$ cat src/rtl/tcp_segment_decoder.sv
// tcp_segment_decoder: parses a TCP segment word stream into header fields, option and payload strobes, and a checksum verdict.
module tcp_segment_decoder #(
  parameter int MAX_OPT_WORDS = 10
) (
  input  logic        clk,
  input  logic        reset,
  input  logic        start,
  input  logic [15:0] len_in,
  input  logic [31:0] data,
  input  logic        data_av,
  output logic [15:0] src_port,
  output logic [15:0] dest_port,
  output logic [31:0] seq_num,
  output logic [31:0] ack_num,
  output logic [3:0]  data_offset,
  output logic        f_urg,
  output logic        f_ack,
  output logic        f_psh,
  output logic        f_rst,
  output logic        f_syn,
  output logic        f_fin,
  output logic [15:0] window,
  output logic [15:0] checksum_in,
  output logic [15:0] urg_ptr,
  output logic        hdr_valid,
  output logic [31:0] opt_data,
  output logic        opt_valid,
  output logic [31:0] pay_data,
  output logic        pay_valid,
  output logic [15:0] pay_len,
  output logic        checksum_ok,
  output logic        err,
  output logic        fin
);
  localparam int OW = $clog2(MAX_OPT_WORDS + 1);
  typedef enum logic [2:0] {IDLE, HDR, OPTION, DATA, CHECK, DONE} state_t;
  state_t      r_state, w_next;
  logic [15:0] r_len;
  logic [2:0]  r_wcnt;
  logic [OW-1:0] r_opt_left;
  logic [14:0] r_pay_left;
  logic [31:0] r_acc;
  logic        r_phase;
  logic        w_accept, w_idle, w_off_bad, w_last;
  logic [3:0]  w_off;
  logic [15:0] w_pay_len;
  logic [14:0] w_pay_words;
  logic [31:0] w_mask, w_word;
  logic [32:0] w_sum;
  logic [16:0] w_f1;
  logic [15:0] w_f2;
  always_comb begin
    w_idle      = (r_state == IDLE) || (r_state == DONE);
    w_accept    = data_av && ((r_state == HDR) || (r_state == OPTION) || (r_state == DATA));
    w_off       = data[31:28];
    w_off_bad   = (w_off < 4'd5) || ({10'b0, w_off, 2'b00} > r_len) ||
                  ({28'b0, w_off} > 32'(5 + MAX_OPT_WORDS));
    w_pay_len   = r_len - {10'b0, data_offset, 2'b00};
    w_pay_words = 15'(({1'b0, w_pay_len} + 17'd3) >> 2);
    w_last      = r_pay_left == 15'd1;
    w_mask      = !w_last               ? 32'hFFFFFFFF :
                  pay_len[1:0] == 2'd1  ? 32'hFF000000 :
                  pay_len[1:0] == 2'd2  ? 32'hFFFF0000 :
                  pay_len[1:0] == 2'd3  ? 32'hFFFFFF00 : 32'hFFFFFFFF;
    w_word      = (r_state == DATA) ? (data & w_mask) : data;
    w_sum       = {1'b0, r_acc} + {1'b0, w_word};
    w_f1        = {1'b0, r_acc[31:16]} + {1'b0, r_acc[15:0]};
    w_f2        = w_f1[15:0] + {15'b0, w_f1[16]};
  end
  always_ff @(posedge clk or posedge reset)
    if (reset) r_state <= IDLE;
    else       r_state <= w_next;
  always_comb begin
    w_next = r_state;
    case (r_state)
      IDLE, DONE: if (start) w_next = (len_in < 16'd20) ? DONE : HDR;
      HDR: begin
        if (data_av && r_wcnt == 3'd3 && w_off_bad) w_next = DONE;
        else if (data_av && r_wcnt == 3'd4)
          w_next = (data_offset > 4'd5) ? OPTION : (w_pay_words != 15'd0) ? DATA : CHECK;
      end
      OPTION: if (data_av && r_opt_left == OW'(1)) w_next = (r_pay_left != 15'd0) ? DATA : CHECK;
      DATA: if (data_av && w_last) w_next = CHECK;
      CHECK: if (r_phase) w_next = DONE;
      default: w_next = IDLE;
    endcase
  end
  always_ff @(posedge clk or posedge reset) begin
    if (reset) begin
      src_port <= '0; dest_port <= '0; seq_num <= '0; ack_num <= '0;
      data_offset <= '0; f_urg <= 1'b0; f_ack <= 1'b0; f_psh <= 1'b0;
      f_rst <= 1'b0; f_syn <= 1'b0; f_fin <= 1'b0; window <= '0;
      checksum_in <= '0; urg_ptr <= '0; hdr_valid <= 1'b0;
      opt_data <= '0; opt_valid <= 1'b0; pay_data <= '0; pay_valid <= 1'b0;
      pay_len <= '0; checksum_ok <= 1'b0; err <= 1'b0; fin <= 1'b0;
      r_len <= '0; r_wcnt <= '0; r_opt_left <= '0; r_pay_left <= '0;
      r_acc <= '0; r_phase <= 1'b0;
    end else begin
      opt_valid <= 1'b0;
      pay_valid <= 1'b0;
      if (w_idle && start) begin
        hdr_valid   <= 1'b0;
        checksum_ok <= 1'b0;
        fin         <= len_in < 16'd20;
        err         <= len_in < 16'd20;
        r_acc       <= '0;
        r_wcnt      <= '0;
        r_phase     <= 1'b0;
        r_len       <= len_in;
      end
      if (w_accept) r_acc <= w_sum[31:0] + {31'b0, w_sum[32]};
      if (r_state == HDR && data_av) begin
        r_wcnt <= r_wcnt + 3'd1;
        case (r_wcnt)
          3'd0: begin src_port <= data[31:16]; dest_port <= data[15:0]; end
          3'd1: seq_num <= data;
          3'd2: ack_num <= data;
          3'd3: begin
            data_offset <= w_off;
            {f_urg, f_ack, f_psh, f_rst, f_syn, f_fin} <= data[21:16];
            window <= data[15:0];
            if (w_off_bad) begin
              err <= 1'b1;
              fin <= 1'b1;
            end
          end
          3'd4: begin
            checksum_in <= data[31:16];
            urg_ptr     <= data[15:0];
            hdr_valid   <= 1'b1;
            pay_len     <= w_pay_len;
            r_pay_left  <= w_pay_words;
            r_opt_left  <= OW'(data_offset - 4'd5);
          end
          default: ;
        endcase
      end
      if (r_state == OPTION && data_av) begin
        opt_data   <= data;
        opt_valid  <= 1'b1;
        r_opt_left <= r_opt_left - OW'(1);
      end
      if (r_state == DATA && data_av) begin
        pay_data   <= w_word;
        pay_valid  <= 1'b1;
        r_pay_left <= r_pay_left - 15'd1;
      end
      // first CHECK cycle folds the sum, second one publishes the verdict
      if (r_state == CHECK && !r_phase) begin
        r_acc   <= {16'h0, w_f2};
        r_phase <= 1'b1;
      end
      if (r_state == CHECK && r_phase) begin
        checksum_ok <= r_acc[15:0] == 16'hFFFF;
        fin         <= 1'b1;
      end
    end
  end
endmodule

$ cat config.mk
export PLATFORM = sky130hd
export DESIGN_NAME = tcp_segment_decoder
export DESIGN_NICKNAME = d
export VERILOG_FILES = /design/src/rtl/tcp_segment_decoder.sv
export SDC_FILE = /design/constraint.sdc
export NUM_CORES = 1
export LEC_CHECK = 0
export CAP_MARGIN = 20
export CORE_UTILIZATION = 49
export DETAILED_ROUTE_END_ITERATION = 8
export GPL_ROUTABILITY_DRIVEN = 0
export PLACE_DENSITY_LB_ADDON = 0.15
export SYNTH_ARGS = -nofsm -noshare
export SYNTH_HDL_FRONTEND = slang
export SYNTH_SLANG_ARGS = --single-unit
$ cat constraint.sdc
create_clock -name clk -period 10.45 [get_ports clk]
set_input_delay 2.6125 -clock clk [delete_from_list [all_inputs] [get_ports clk]]
set_output_delay 2.6125 -clock clk [all_outputs]
set_load 0.1 [all_outputs]
After elaboration in Yosys (flattened, before gate mapping). Index checks and enable logic that the tools add are counted.

Register bits: 314. Output and inout bits: 240. Logic and storage cells: 147.

$add $sub $neg: 10. $lt $le $gt $ge: 4. Eq/ne operators: 20. Multiplexer cells: 44. Bitwise operators: 1. Reduce and logical (&&, ||, !) cells: 38.

Operators with widths (count): $mux 32 (4); $mux 24 (2); $mux 15 (3); $mux 3 (12); $add 32x32->33 (1); $add 32x1->32 (1); $and 32x32->32 (1); $reduce_bool 15->1 (2); $add 16x16->17 (1); $add 16x2->17 const B (1); $mux 1 (17); $add 16x1->16 (1); $eq 16x16->1 const B (1); $gt 6x16->1 (1); $lt 16x5->1 const B (1); $mux 16 (1); $sub 16x6->16 (1); $eq 15x1->1 const B (1); $pmux 3 s5 (1); $sub 15x1->15 const B (1); $reduce_and 2->1 (7); $reduce_bool 2->1 (7); $eq 3x2->1 const B (4); $logic_and 1x1->1 (12); other kinds (20) (33).

Logic depth before layout (Yosys ltp). Gate-level depths: netlist of the first run.

Depth after elaboration: 11. Depth in mapped cells: 29.

Least setup slack after synthesis of the first run. No wires, ideal clock.

Path type: input -> register. From: input port data[0]. To: register r_acc[31]. Arrival time: 6.664 ns. Slack: 3.717 ns. Cell stages on the path: 22. Buffers on the path: 0. Cell sequence: nor2b_1 -> ha_1 -> fa_1 -> a21oi_1 -> o21ai_1 -> a21oi_1 -> o41ai_2 -> o22a_1 -> a21oi_1 -> nor2b_1 -> o21a_1 -> o21ai_0 -> nand2b_1 -> ha_1 -> and3_1 -> nand4_4 -> nor4_4 -> nand2_4 -> nor4_4 -> nand2_2 -> a211o_1 -> nand3_1.

Longest elaborated chain between the ends: 6.

RTL lines: from (decl) (line 9) `input logic [31:0] data,`; $and 32x32->32 (line 65) `w_word = (r_state == DATA) ? (data & w_mask) : data;`; $mux 32 * (line 65); $add 32x32->33 * (line 66) `w_sum = {1'b0, r_acc} + {1'b0, w_word};`; $add 32x1->32 * (line 111) `if (w_accept) r_acc <= w_sum[31:0] + {31'b0, w_sum[32]};`; $mux 32 * (line 111); $mux 32 * (line 149) `if (r_state == CHECK && !r_phase) begin`; to (signal assigned) (line 111); to (signal assigned) (line 150) `r_acc <= {16'h0, w_f2};`; to (decl) (line 42) `logic [31:0] r_acc;`.

Mark *: on every way between the ends. The rest lies on a longest branch, timed or not. A chain may end at the register's enable or synchronous reset.

Worst setup path after layout of the first run.
From: input port data[0]. To: register r_acc[30].

Longest elaborated chain between the ends: 6.

RTL lines: $and 32x32->32 (line 65); $mux 32 * (line 65); via w_word[0] (line 48) `logic [31:0] w_mask, w_word;`; $add 32x32->33 * (line 66); $add 32x1->32 * (line 111); $mux 32 * (line 111); $mux 32 * (line 149).

Mark *: on every way through the listed nets, which the timed path passes. The rest lies on a longest branch.

==> reports/results.ini, run 1 <==
[yosys]
synthSimpleGateAreaFrac_pct=18.0
yosysSeqAreaShare_pct=46.6
yosys.area_share.adder_pct=6.07
synth_area_mm2=0.0168
muxShareOfSynthArea_pct=10.2
synth_xor_area_share_pct=5.09
synthCells=1697
yosys_warnings=0
synthArstFlopShare_pct=100
ys_ff_latch=314
synth-compound-area-share_pct=11.6
yosysTopAreaCell=dfrtp_1
synth_ff_type=dfrtp_1
synth_edf_count=0
yosysTopAreaCellShare_pct=46.6
synth_fp_nets=1829
synth_top_family_by_area=simple AND/OR/NAND/NOR gates
ys_types=80
synth.area.top_cells=dfrtp_1 (47%), mux2_2 (10%), nand2_1 (8.5%), ha_1 (5.7%), xor2_1 (2.7%)
syn_area_per_cell_um2=9.93

[grt]
antenna_found_initial=0
gr-usage-all-layers_pct=28.9
grt_max_degree=175
grt_pass1_vias=14000
grt_pass1_wl_mm=79.6
overflow=0

[critical_path]
cpPeakStageDelay_ns=0.62
required_ns=10.92
critical_path.slowest_cell=clkdlybuf4s50_1
cp.arrival_ns=8.17
cp_cell_sequence=clkdlybuf4s50_1 -> nor2b_1 -> ha_1 -> fa_1 -> a21oi_1 -> o21ai_1 -> a21oi_1 -> o41ai_2 -> o22a_1 -> a21oi_1 -> nor2b_1 -> o21a_1 -> o21ai_0 -> nand2b_1 -> ha_1 -> and3_1 -> nand4_4 -> nor4_4 -> nand2_4 -> nor4_4 -> nand4_1 -> xor2_1 -> o21ai_1
start_kind=primary input
crit_top_cell=a21oi_1
crit_family=simple AND/OR/NAND/NOR gates
crit_path_end_kind=flop
worst-path-stages=23
path_buf_inv=1
critical_path_class=primary input to flop
r2r_cells=28
cp_max_fo=7

[detailed_routing]
drtPass1Iterations=5
met2_length_mm=22.8
wl_met3_mm=4.32
totalWireLength_mm=50.5
wl_met1_mm=21.9
highest_layer=met4
drc=0
avgRoutedWirePerCell_um=20.6
drt-vias-per-instance=5.72
vias=14000
ant_nets=0
drt-initial-drc-count=963

[clock_tree]
clockRootBuffer=clkbuf_16
cts_tree=built
numCtsBuffers=35
cts_resized=0
holdBufCountCts=0
htree_num_levels=2
cts_setup_buffers=0
clk_pin_slew_ns=0.06
clk_latency_ns=0.55
clk_path_buf_depth=3
cts_sinks=314

[place]
portBuffers=291
pre_cts_ws_ns=2.28
dp_hpwl_mm=36.2

[timing]
hold_viol_final=0
finalCriticalPeriod_ns=7.70
setup_viol=0
slew_violations=0
finalCritPeriodShare_pct=73.7
setup_tns_ns=0
max_freq_mhz=130
slew_headroom_pct=26.9
skew_ns=0.0170
setup_slack_ns=2.75
rsz0062_at_grt=false
tightestPinTransition_ns=1.09
holdWs_ns=0.473

[floorplanning]
dieWidth_um=187
num_rows=67
core_area_mm2=0.0337
ios=292
start_util_pct=50.0
design.die.area_mm2=0.0351
die_height_um=187

[layout]
drive_gt1_share_pct=12.6
layout.nets=2109
areaGrowthSynthToFinish_pct=27.0
antenna_cells=0
utilization_pct=63.5

[run_status]
status=finished, final reports clean

[hold_path]
hp-class=flop to flop
holdPathStages=2

[flow_run]
maxCapViolations=0

## per-stage QoR
stage / area (um^2) / instances
floorplan: 16900 / 1697
global placement: 20200 / 2387
detailed placement: 20200 / 2387
CTS: 21400 / 2448
global route: 21400 / 2449
finish: 21400 / 2449
## placed cells by master, fill, tap and decap left out, types with 12 or more instances in the layout
cell type and count:
clkdlybuf4s50_1 290, nor4_1 12, nand4_1 22, o21ai_0 64, and2_1 20, buf_4 14, nor2b_1 19, mux2_2 149
inv_1 45, a21o_1 14, xnor2_1 45, nand3_1 41, a21oi_1 58, nor2_1 55, xor2_1 51, o211ai_1 19
ha_1 77, o21a_1 16, a211oi_1 12, clkbuf_16 35, dfrtp_1 314, nor3_1 27, o221ai_1 15, nand2_1 382
## logic make-up after synthesis
| logic type | count (synthesis) |
|---|---|
| AOI/OAI and AO/OA | 291 |
| DFF | 314 |
| and+or+nand+nor | 652 |
| xor gates and xnor gates | 97 |
| adders and majority gates | 80 |
| buffers and inverters | 110 |
| muxes | 153 |
## layout make-up
cell class,count,area (um^2)
fill,2787,12300
multi-input combinational,1273,8600
sequential,314,7860
timing repair buffer,306,3060
clock buffer,46,987
tap,448,561
inverter,47,180
clock inverter,15,161
## tightest hold or removal path, stage by stage, from the launching register on
cell and delay [ns]:
dfrtp_1 0.34, nand2_1 0.05, nand2_1 0.05
## registers in the layout, summed over array words and instances (netlist names), 32 cells and up
signal,count
opt_data,32
seq_num,32
r_acc,32
pay_data,32
ack_num,32
## path summary, 6_finish.rpt
path	start	endpoint	slack, ns
worst max-delay path	data[0]	r_acc[30]$_DFFE_PP0P_	2.75
worst min-delay path	err$_DFF_PP0_	err$_DFF_PP0_	0.47
worst max register to register	r_pay_left[4]$_DFFE_PP0P_	r_acc[30]$_DFFE_PP0P_	2.82
worst min register to register	err$_DFF_PP0_	err$_DFF_PP0_	0.47
max in group asynchronous	reset	r_len[3]$_DFFE_PP0P_	6.19
min in group asynchronous	reset	r_acc[1]$_DFFE_PP0P_	2.73
## metal layers
metal	vias up	track usage [%]
met5	-	0
met4	0	8.38
met3	84	7.88
met2	483	45.6
met1	6895	38.8
li1	6553	-
## synth_stat cells (4+ instances only)
library cell	number
nand3b_1	6
dfrtp_1	314
nand4_1	22
xor2_1	51
a211oi_1	12
a211o_1	6
o21bai_1	4
nand3_1	43
nor2b_1	19
buf_1	16
nor3_1	28
or2_2	6
and3_1	10
and2_1	20
o311ai_0	4
or3_1	9
nand2b_1	5
o21ai_0	65
mux2_2	149
and4_1	5
or4_1	7
o21a_1	16
o211a_1	5
nand2_1	382
a31oi_1	8
a2111oi_0	5
o21ai_1	9
clkbuf_1	44
o221ai_1	15
nor2_1	55
ha_1	77
mux2i_1	4
a22oi_1	4
nor4_1	12
xnor2_1	45
o22ai_1	6
o31ai_1	9
inv_1	46
a21o_1	14
o211ai_1	19
a21oi_1	58
Power of run 1 is left out: the tool's default activity adds up to more than one toggle a clock period on the data nets, which glitch-free logic cannot reach.
==> run 2, diff against run 1 <==
Clock period 10.45 ns to 6.2 ns, I/O delays scaled along.
==> reports/results.ini, run 2 (synthesis results as in run 1) <==
[critical_path]
cp_max_fo=8  ; +1
critical_path.slowest_cell=or3_4
crit_path_end_kind=flop
cpPeakStageDelay_ns=0.41  ; -0.21 ns
start_kind=flop
cp.arrival_ns=6.26  ; -1.91 ns
path_buf_inv=3  ; +2
critical_path_class=flop to flop
crit_family=simple AND/OR/NAND/NOR gates
required_ns=6.61  ; -4.31 ns
crit_top_cell=nor2b_1

[floorplanning]
num_rows=67  ; unchanged
start_util_pct=50.0  ; unchanged
dieWidth_um=187  ; unchanged
design.die.area_mm2=0.0351  ; unchanged
die_height_um=187  ; unchanged
ios=292  ; unchanged
core_area_mm2=0.0337  ; unchanged

[clock_tree]
clk_pin_slew_ns=0.06  ; about the same
cts_tree=built
cts_sinks=314  ; unchanged
htree_num_levels=2  ; unchanged
clk_latency_ns=0.55  ; about the same
clockRootBuffer=clkbuf_16
clk_path_buf_depth=3  ; unchanged
numCtsBuffers=38  ; +8.6%

[layout]
utilization_pct=66.3  ; +2.8 points
drive_gt1_share_pct=17.2  ; +4.6 points
final_cell_mix=nand2_1 (381), dfrtp_1 (314), clkdlybuf4s50_1 (291)
seqCellArea_mm2=0.00786  ; unchanged
final_common_cell=nand2_1
antenna_cells=0  ; unchanged
fill_cells=2703  ; -3.0%
layout.nets=2203  ; +4.5%
multi_input_area_mm2=0.00873  ; +1.5%
areaGrowthSynthToFinish_pct=32.6

[timing]
finalCriticalPeriod_ns=5.84
hold_viol_final=0  ; unchanged
rsz0062_at_grt=false
tightestPinTransition_ns=1.10  ; +0.00612 ns
slew_headroom_pct=26.5  ; -0.41 points
max_freq_mhz=171
skew_ns=0.0255  ; +0.00850 ns
slew_violations=0  ; unchanged
finalCritPeriodShare_pct=94.2
setup_viol=0  ; unchanged
setup_tns_ns=0  ; unchanged

[place]
portBuffers=291  ; unchanged
dp_hpwl_mm=38.1  ; +5.4%

[grt]
antenna_found_initial=1  ; +1
grt_pass1_wl_mm=81.7  ; +2.6%
grt_max_degree=153  ; -13%
overflow=0  ; unchanged
gr-usage-all-layers_pct=29.7  ; +0.83 points
grt_pass1_vias=14500  ; +3.2%

[detailed_routing]
drt-vias-per-instance=5.69  ; -0.65%
drt-initial-drc-count=949  ; -1.5%
drtPass1Iterations=6  ; +1
totalWireLength_mm=52.4  ; +3.8%
ant_nets=0  ; unchanged
drc=0  ; unchanged
avgRoutedWirePerCell_um=20.6  ; about the same
vias=14500  ; +3.2%

[run_status]
status=finished, final reports clean

[hold_path]
hp-class=flop to flop

[flow_run]
maxCapViolations=0  ; unchanged

run 2: metrics by stage:
step	instances	setup WS, ns	cell area [um^2]	hold WS [ns]
floorplan	1697	0.0590	16900	0.469
detailed placement	2475	-0.201	20900	0.462
global route	2543	0.0131	22300	0.489
global placement	2475	-0.0619	20900	0.457
finish	2543	0.359	22300	0.470
CTS	2539	0.0255	22200	0.476
run 2: final cells by class:
class                      instances  area share, %
clock inverter                     9          0.784
multi-input combinational       1273           39.1
sequential                       314           35.2
timing repair buffer             397           16.8
clock buffer                      55           4.90
inverter                          47          0.806
tap                              448           2.51
run 2: path summary, 6_finish.rpt:
check / from / endpoint / slack [ns] / cells past startpoint
hold / removal: pay_len[15]$_DFFE_PP0P_ / pay_len[15]$_DFFE_PP0P_ / 0.47 / 1
min in group asynchronous: reset / pay_data[7]$_DFFE_PP0P_ / 1.45 / 2
setup / recovery: r_pay_left[7]$_DFFE_PP0P_ / r_acc[13]$_DFFE_PP0P_ / 0.36 / 31
setup reg to reg: r_pay_left[7]$_DFFE_PP0P_ / r_acc[13]$_DFFE_PP0P_ / 0.36 / 31
hold reg to reg: pay_len[15]$_DFFE_PP0P_ / pay_len[15]$_DFFE_PP0P_ / 0.47 / 1
max in group asynchronous: reset / dest_port[15]$_DFFE_PP0P_ / 3.51 / 3
run 2: routing by layer:
metal	vias up	global-route usage, %	wire [um]
li1	6726	-	-
met1	7190	38.4	22300
met2	433	47.5	24000
met3	107	7.95	4070
met4	2	11.5	1950
met5	-	0	11
run 2: what timing repair did:
action	in CTS	in global routing
hold buffers	0	0
hold endpoints to repair	0	0
pin swaps	1	12
gates resized for setup	1	26
buffers inserted	0	3
setup endpoints to repair	14	26
Power of run 2 is left out for the same reason.
==> run 3, diff against run 2 <==
Settings changed: ABC_CLOCK_PERIOD_IN_PS set to 5100.
Clock period 6.2 ns to 5.1 ns, I/O delays scaled along.
==> reports/results.ini, run 3 (synthesis results as in run 1) <==
[run_status]
status=finished, violations left
violations=setup timing

[critical_path]
required_ns=5.51  ; -1.10 ns
critical_path.slowest_cell=o41ai_4
cp.arrival_ns=6.06  ; -0.20 ns
critical_path_class=flop to flop
setup.worst_path.start=r_pay_left[8]$_DFFE_PP0P_
cp_max_fo=7  ; -1
r2r_start=r_pay_left[8]$_DFFE_PP0P_
r2r_cells=27  ; -13%
crit_path_end_kind=flop
r2r_end=r_acc[15]$_DFFE_PP0P_
rrSetupSlack_ns=-0.55  ; -0.91 ns
start_kind=flop
cpPeakStageDelay_ns=0.44  ; +0.03 ns

[hold_path]
min_to=opt_data[23]$_DFFE_PP0P_
hp-class=flop to flop
worstHoldStart=opt_data[23]$_DFFE_PP0P_
holdPathStages=2  ; +1

[clock_tree]
cts_sinks=314  ; unchanged
clk_latency_ns=0.54  ; about the same
numCtsBuffers=36  ; -5.3%
holdBufCountCts=0  ; unchanged
cts_tree=built
clk_path_buf_depth=3  ; unchanged
clockRootBuffer=clkbuf_16
htree_num_levels=2  ; unchanged
clk_pin_slew_ns=0.06  ; about the same

[timing]
setup_viol=31  ; +31
tightestPinTransition_ns=1.10  ; +0.00349 ns
finalCritPeriodShare_pct=111  ; +17 points
hold_viol_final=0  ; unchanged
finalCriticalPeriod_ns=5.65  ; -0.188 ns
slew_violations=0  ; unchanged
setup_slack_ns=-0.553  ; -0.912 ns
rsz0062_at_grt=true
slew_headroom_pct=26.3  ; -0.23 points
skew_ns=0.0293  ; +0.00374 ns
max_freq_mhz=177  ; +3.3%

[floorplanning]
dieWidth_um=187  ; unchanged
die_height_um=187  ; unchanged
start_util_pct=50.0  ; unchanged
ios=292  ; unchanged
design.die.area_mm2=0.0351  ; unchanged
num_rows=67  ; unchanged
core_area_mm2=0.0337  ; unchanged

[layout]
drive_gt1_share_pct=23.7  ; +6.5 points
fill_cells=2489  ; -7.9%
final_cell_area_mm2=0.0236  ; +5.7%
antenna_cells=0  ; unchanged
areaGrowthSynthToFinish_pct=40.1
final_common_cell=nand2_1
layout.nets=2315  ; +5.1%
final_cell_mix=nand2_1 (376), dfrtp_1 (314), clkdlybuf4s50_1 (291)

[grt]
grt_pass1_wl_mm=86.2  ; +5.5%
grt_pass1_vias=15300  ; +5.9%
antenna_found_initial=0  ; -1
gr-usage-all-layers_pct=31.1  ; +1.5 points
grt_max_degree=79  ; -48%
overflow=0  ; unchanged

[place]
dpl_cell_area_mm2=0.0215  ; +3.0%
portBuffers=291  ; unchanged
pre_cts_ws_ns=-0.614  ; -0.413 ns
dp_hpwl_mm=39.7  ; +4.2%

[detailed_routing]
totalWireLength_mm=55.4  ; +5.8%
vias=15100  ; +4.3%
highest_layer=met4
wl_met3_mm=4.21  ; +3.4%
ant_nets=0  ; unchanged
drt-vias-per-instance=5.67  ; -0.22%
drtPass1Iterations=5  ; -1
drt-initial-drc-count=939  ; -1.1%
drc=0  ; unchanged
wl_met1_mm=23.7  ; +6.0%
avgRoutedWirePerCell_um=20.9  ; +1.3%
met2_length_mm=26.2  ; +9.1%

[flow_run]
maxCapViolations=0  ; unchanged

==> run 3: changes by cell type in the layout (fill, tap and decap cells not counted), moves of 5 or more <==
cell and change:
xnor2_2 +6, nor2b_1 -8, ha_4 +13, nor2b_4 +7, nand2_1 -5, ha_1 -12
and2_4 +5, and2_1 -5, buf_6 +10, xnor2_1 -6, buf_4 +103
==> run 3: stage by stage <==
step / utilization [%] / hold slack (ns) / setup TNS, ns / std cells
after floorplan: - / 0.479 / -113.63 / 1697
after global placement: 63.9 / 0.457 / -9.71 / 2546
after detailed placement: 63.9 / 0.461 / -12.91 / 2546
after CTS: 69.4 / 0.476 / -9.42 / 2646
after global routing: 70.1 / 0.499 / -19.79 / 2657
final: 70.1 / 0.476 / -12.37 / 2657
==> run 3: how the worst max path moves through the flow <==
stage / endpoint / depth (start not counted)
after floorplan: ack_num[0]$_DFFE_PP0P_ / 1
after global placement: r_acc[20]$_DFFE_PP0P_ / 28
after detailed placement: r_acc[20]$_DFFE_PP0P_ / 28
after CTS: r_acc[27]$_DFFE_PP0P_ / 30
after global routing: r_acc[15]$_DFFE_PP0P_ / 29
final: r_acc[15]$_DFFE_PP0P_ / 27
==> run 3: metal layers <==
layer / global-route usage [%] / up-vias
li1: - / 6953
met5: 0 / -
met4: 9.16 / 0
met1: 40.3 / 7511
met3: 8.03 / 82
met2: 51.4 / 527
==> run 3: area by class of cell <==
type,count,area (um^2),share of cell area (%)
multi-input cells,1273,9140,38.7
flip-flops and latches,314,7860,33.3
repair buffers,511,4670,19.8
clock buffers,51,1030,4.36
well taps,448,561,2.37
inverters,47,180,0.763
clock inverters,13,178,0.752
==> run 3: what timing repair did <==
action                     CTS  global route
pin swaps                   27            17
setup buffers               37            13
setup endpoints to repair   31            32
resized for setup           64            24
hold endpoints to repair     0             0
==> run 3: critical path: cells and delay by family (launching register included) <==
| family | cells | cell delay (ns) |
|---|---|---|
| simple gates | 16 | 3.02 |
| compound gates | 7 | 1.31 |
| fa+ha+maj | 2 | 0.49 |
| flops | 1 | 0.37 |
| xor+xnor | 1 | 0.20 |
| buf+inv | 1 | 0.15 |
Power of run 3 is left out for the same reason.
